`src/rtl/mem_rmw_ctrl.sv`:
```
// mem_rmw_ctrl: read-modify-write front end for a 32-bit word memory.
// Byte and half stores are turned into a word read, a merge and a word write.
// Word stores go straight to a write, and loads return the raw word.
// Optional macro RMW_MISALIGN_CHK_EN: misaligned half and word requests are
// answered with an error and never reach memory.
`timescale 1ns/1ps
module mem_rmw_ctrl #(
  parameter int ADDR_WIDTH = 32
) (
  input  logic                  clk_i,
  input  logic                  rst_n_i,
  input  logic                  req_valid_i,
  output logic                  req_ready_o,
  input  logic                  req_we_i,
  input  logic [ADDR_WIDTH-1:0] req_addr_i,
  input  logic [31:0]           req_wdata_i,
  input  logic [1:0]            req_type_i,
  output logic                  rsp_valid_o,
  input  logic                  rsp_ready_i,
  output logic [31:0]           rsp_rdata_o,
  output logic                  rsp_err_o,
  output logic                  mem_en_o,
  output logic                  mem_we_o,
  output logic [ADDR_WIDTH-1:0] mem_addr_o,
  output logic [31:0]           mem_wdata_o,
  input  logic [31:0]           mem_rdata_i,
  output logic                  busy_o
);

  typedef enum logic [2:0] {IDLE, RD, WAIT, WR, RSP} state_e;

  localparam logic [1:0] T_BYTE = 2'b01;
  localparam logic [1:0] T_HALF = 2'b10;

  state_e                state_q, state_d;
  logic                  we_q, we_d;
  logic [ADDR_WIDTH-1:0] addr_q, addr_d;
  logic [31:0]           wdata_q, wdata_d;
  logic [1:0]            type_q, type_d;
  logic [31:0]           buf_q, buf_d;
  logic [31:0]           merged;
  logic [ADDR_WIDTH-1:0] word_addr;
  logic                  in_word;
  logic                  mis_in;

  // Anything that is not byte or half is treated as a word access.
  assign in_word   = (req_type_i != T_BYTE) && (req_type_i != T_HALF);
  assign word_addr = {addr_q[ADDR_WIDTH-1:2], 2'b00};

`ifdef RMW_MISALIGN_CHK_EN
  logic err_q, err_d;
  assign mis_in    = ((req_type_i == T_HALF) && req_addr_i[0]) ||
                     (in_word && (req_addr_i[1:0] != 2'b00));
  assign rsp_err_o = (state_q == RSP) && err_q;
`else
  assign mis_in    = 1'b0;
  assign rsp_err_o = 1'b0;
`endif

  // Merge captured store data into the word read back from memory.
  always_comb begin
    merged = buf_q;
    if (type_q == T_BYTE) begin
      case (addr_q[1:0])
        2'd0:    merged[7:0]   = wdata_q[7:0];
        2'd1:    merged[15:8]  = wdata_q[7:0];
        2'd2:    merged[23:16] = wdata_q[7:0];
        default: merged[31:24] = wdata_q[7:0];
      endcase
    end else if (type_q == T_HALF) begin
      if (addr_q[1]) merged[31:16] = wdata_q[15:0];
      else           merged[15:0]  = wdata_q[15:0];
    end else begin
      merged = wdata_q;
    end
  end

  // State and request/buffer registers; reset aborts any operation in flight.
  always_ff @(posedge clk_i or negedge rst_n_i) begin
    if (!rst_n_i) begin
      state_q <= IDLE;
      we_q    <= 1'b0;
      addr_q  <= '0;
      wdata_q <= '0;
      type_q  <= '0;
      buf_q   <= '0;
`ifdef RMW_MISALIGN_CHK_EN
      err_q   <= 1'b0;
`endif
    end else begin
      state_q <= state_d;
      we_q    <= we_d;
      addr_q  <= addr_d;
      wdata_q <= wdata_d;
      type_q  <= type_d;
      buf_q   <= buf_d;
`ifdef RMW_MISALIGN_CHK_EN
      err_q   <= err_d;
`endif
    end
  end

  // Next state, captures and all outputs decoded from the current state.
  always_comb begin
    state_d     = state_q;
    we_d        = we_q;
    addr_d      = addr_q;
    wdata_d     = wdata_q;
    type_d      = type_q;
    buf_d       = buf_q;
`ifdef RMW_MISALIGN_CHK_EN
    err_d       = err_q;
`endif
    req_ready_o = 1'b0;
    rsp_valid_o = 1'b0;
    mem_en_o    = 1'b0;
    mem_we_o    = 1'b0;
    mem_addr_o  = '0;
    mem_wdata_o = '0;
    case (state_q)
      IDLE: begin
        req_ready_o = 1'b1;
        if (req_valid_i) begin
          we_d    = req_we_i;
          addr_d  = req_addr_i;
          wdata_d = req_wdata_i;
          type_d  = req_type_i;
          // Cleared so an error or store response never shows a stale load.
          buf_d   = '0;
`ifdef RMW_MISALIGN_CHK_EN
          err_d   = mis_in;
`endif
          if (mis_in)                  state_d = RSP;
          else if (req_we_i && in_word) state_d = WR;
          else                          state_d = RD;
        end
      end
      RD: begin
        mem_en_o   = 1'b1;
        mem_addr_o = word_addr;
        state_d    = WAIT;
      end
      WAIT: begin
        buf_d   = mem_rdata_i;
        state_d = we_q ? WR : RSP;
      end
      WR: begin
        mem_en_o    = 1'b1;
        mem_we_o    = 1'b1;
        mem_addr_o  = word_addr;
        mem_wdata_o = merged;
        state_d     = RSP;
      end
      RSP: begin
        rsp_valid_o = 1'b1;
        if (rsp_ready_i) state_d = IDLE;
      end
      default: state_d = IDLE;
    endcase
  end

  assign rsp_rdata_o = ((state_q == RSP) && !we_q) ? buf_q : 32'h0;
  assign busy_o      = (state_q != IDLE);

endmodule
```
`config.mk`:
```
export PLATFORM = sky130hd
export DESIGN_NAME = mem_rmw_ctrl
export DESIGN_NICKNAME = d
export VERILOG_FILES = /design/src/rtl/mem_rmw_ctrl.sv
export SDC_FILE = /design/constraint.sdc
export NUM_CORES = 1
export LEC_CHECK = 0
export ABC_AREA = 1
export BUFFER_PORTS_ARGS = -buffer_cell sky130_fd_sc_hd__buf_2
export CAP_MARGIN = 20
export CORE_ASPECT_RATIO = 1.25
export CORE_MARGIN = 2
export CORE_UTILIZATION = 40
export DETAILED_ROUTE_END_ITERATION = 10
export PLACE_DENSITY_LB_ADDON = 0.15
export SLEW_MARGIN = 20
export SYNTH_ARGS = -nofsm -noshare
export SYNTH_HDL_FRONTEND = slang
export SYNTH_SLANG_ARGS = --single-unit
```
`constraint.sdc`:
```
create_clock -name clk_i -period 2.15 [get_ports clk_i]
set_input_delay 0.43 -clock clk_i [delete_from_list [all_inputs] [get_ports clk_i]]
set_output_delay 0.43 -clock clk_i [all_outputs]
set_load 0.02 [all_outputs]
```
==> out/metrics.yaml <==
status:
  outcome: "complete, but fails checks"
  violations: "setup timing"
routing:
  drt_pre_antenna_iters: 5
  post_drt_via_cell_ratio: 4.86
  drt_iter0_markers: 347
  wirelength_um: 18400
  routed_wire_per_std_cell_um: 14.8
  drt.antenna.violating_nets: 0
  detail_route.drc_violations: 0
  vias: 6060
floorplanning:
  dieArea_mm2: 0.0155
  die_height_um: 139
  die_x_extent_um: 112
  coreArea_mm2: 0.0143
  placementRows: 49
  start_util_pct: 40.6
  design.portCount: 205
critical_path:
  worstSetupEndpoint: "mem_wdata_o[2]"
  worst_path_max_delay_cell: "dfrtp_1"
  startpoint_class_of_the_critical_path: "flip-flop"
  path_delay_family: "buffers and inverters"
  worst_path_fanout_max: 6
  timing.reg2reg.worst_path_depth: 7
  critical_r2r_capture: "buf_q[27]"
  critical_path_arrival_ns: 1.74
  worstSetupPathType: "reg -> out"
  critical_path.endpoint_type: "output port"
  worstPathRequired_ns: 1.72
  worstReg2RegStart: "state_q[2]"
  cp_num_cells: 7
  critical_path.max_stage_delay_ns: 0.44
  crit_chain: "inv_2 -> nand3_4 -> clkbuf_16 -> nand2_1 -> nand3_1 -> a21oi_1 -> buf_4"
  setup.reg_to_reg.worst_slack_ns: 0.21
  timing.critical_path.buf_inv: 3
  cp-startpoint: "type_q[0]"
sta:
  fin_ws_ns: -0.0163
  slew_violations: 0
  min_period_over_period_pct: 101
  transition_time_of_the_tightest_slew_check_pin_ns: 0.952
  setup_repair_after_global_routing_missed_its_margin: "true"
  finClkSkew_ns: 0.00671
  min_period_ns: 2.17
  endpoints_failing_setup: 3
  achievable-frequency_mhz: 462
  fin_setup_tns_ns: -0.0371
  timing.max_slew.rel_slack_pct: 36.5
  final-hold-violation-count: 0
grt:
  wire_length_of_the_first_global_routing_pass_um: 29000
  first_global_vias: 5733
  globalRouteTotalUtil_pct: 23.4
  grt_antenna_before_repair: 0
  gr_overflow_total: 0
  grt_max_degree: 120
place:
  dpl_worst_slack_ns: 0.189
  detailed_place_hpwl_um: 13200
  port_buffers: 201
  routabilityCongestion: 0.860
min_path:
  worstHoldPathType: "in -> async"
clock_tree:
  cts_root_buf: "clkbuf_16"
  clk_latency_ns: 0.35
  cts_sinks: 102
  tritoncts: "yes"
  cts_buffers: 9
  level_count_of_the_clock_h_tree: 3
  path_clk_slew_ns: 0.07
  cts-root-to-sink-buffers: 2
  cts_hold_buffers: 0
logic_synthesis:
  netlist-cell-type-count: 22
  synth_top_cell_by_area: "dfrtp_1"
  post_synth_inst_count: 865
  synth_top_area_share_pct: 44.0
  synth_seq_area_share_pct: 44.0
  synth_area_mm2: 0.00580
  yosys_register_bits: 102
  ys_top_cells_by_area: "dfrtp_1, nand2_1, nor2_1"
  synth_area_per_cell_um2: 6.70
  synthesis.yosys.warnings: 0
cells_and_area:
  area.growth.synth_to_final_pct: 33.6
  layout_common_cells: "nand2_1, buf_2, nor2_1"
  final_nets: 1168
  layout.filler_cells: 1482
  final_common_cell: "nand2_1"
  drive_gt1_share_pct: 29.0
  antennaDiodeCount: 0
run:
  max-cap-violations: 0
power:
  static_leakage_nw: 4.24
  powerDensity_mw_per_mm2: 1510
  power.ir.vdd_worst_uv: 907
[cell usage after synthesis]
library cell and instances:
a21oi_1 25, nand4_1 16, nand3_1 62, dfrtp_1 102, buf_1 1, conb_1 1, inv_1 89, nor2_4 2
nand3b_1 1, nor2_2 4, clkbuf_1 11, o21ai_0 68, buf_6 4, buf_2 25, buf_4 12, clkinv_1 1
nand2_2 1, o21ai_1 6, inv_2 5, nor2_1 111, nor3_1 1, nand2_1 317
[where the power goes]
part / internal, mW / switching [mW]
combinational: 2.26 / 4.27
clock: 1.02 / 0.723
sequential: 2.85 / 0.549
[logic make-up after synthesis]
logic type / Yosys count / share of synthesized area, %
and+or+nand+nor: 515 / 35.9
AOI/OAI and AO/OA: 99 / 8.55
DFF: 102 / 44.0
buffers and inverters: 148 / 11.4
other: 1 / 0.0647
[flip-flops by register name, summed over array words and instances, names as in the netlist]
signal and count:
addr_q 32, type_q 2, we_q 1, wdata_q 32, buf_q 32, state_q 3
[how the worst min path moves through the flow]
stage | startpoint | to | slack, ns | depth (start not counted)
floorplan | rst_n_i | addr_q[0] | 0.13 | 0
global placement | rst_n_i | wdata_q[9] | 0.41 | 1
detailed placement | rst_n_i | wdata_q[9] | 0.41 | 1
CTS | rst_n_i | wdata_q[20] | 0.04 | 1
global route | rst_n_i | wdata_q[20] | 0.06 | 1
finish | rst_n_i | buf_q[27] | 0.03 | 1
[through the flow]
| stage | util (%) | hold slack (ns) | cell area [um2] | power, mW | std cells |
|---|---|---|---|---|---|
| after CTS | 51.7 | 0.0427 | 7380 | 11.1 | 1237 |
| final | 54.2 | 0.0332 | 7740 | 11.7 | 1247 |
| after floorplan | - | 0.134 | 5810 | 7.48 | 867 |
| after detailed placement | 48.9 | 0.407 | 6990 | 9.23 | 1220 |
| after global placement | 48.9 | 0.409 | 6990 | 9.16 | 1220 |
| after global routing | 54.2 | 0.0629 | 7740 | 12.7 | 1247 |
[area by class of cell]
cell class	instances	area, um2	area share [%]
multi-input combinational	617	2750	35.5
sequential	102	2560	33.0
timing repair buffer	240	1540	19.9
inverter	95	363	4.68
clock buffer	10	229	2.96
tap	178	223	2.88
clock inverter	5	82.6	1.07
[routing by layer]
metal | vias to the layer above | track usage [%] | routed length, um
li1 | 3061 | - | -
met3 | 27 | 5.20 | 1430
met2 | 244 | 38.0 | 8710
met4 | 0 | 7.80 | 393
met1 | 2728 | 31.0 | 7910
met5 | - | 0 | 0
[repair_timing]
item | 4_1_cts | 5_1_grt
setup buffers | 2 | 9
pin swaps | 0 | 25
resized for setup | 24 | 86
setup endpoints to repair | 32 | 75
cloned | 0 | 2
No activity file was read; power rests on OpenSTA's default activity.
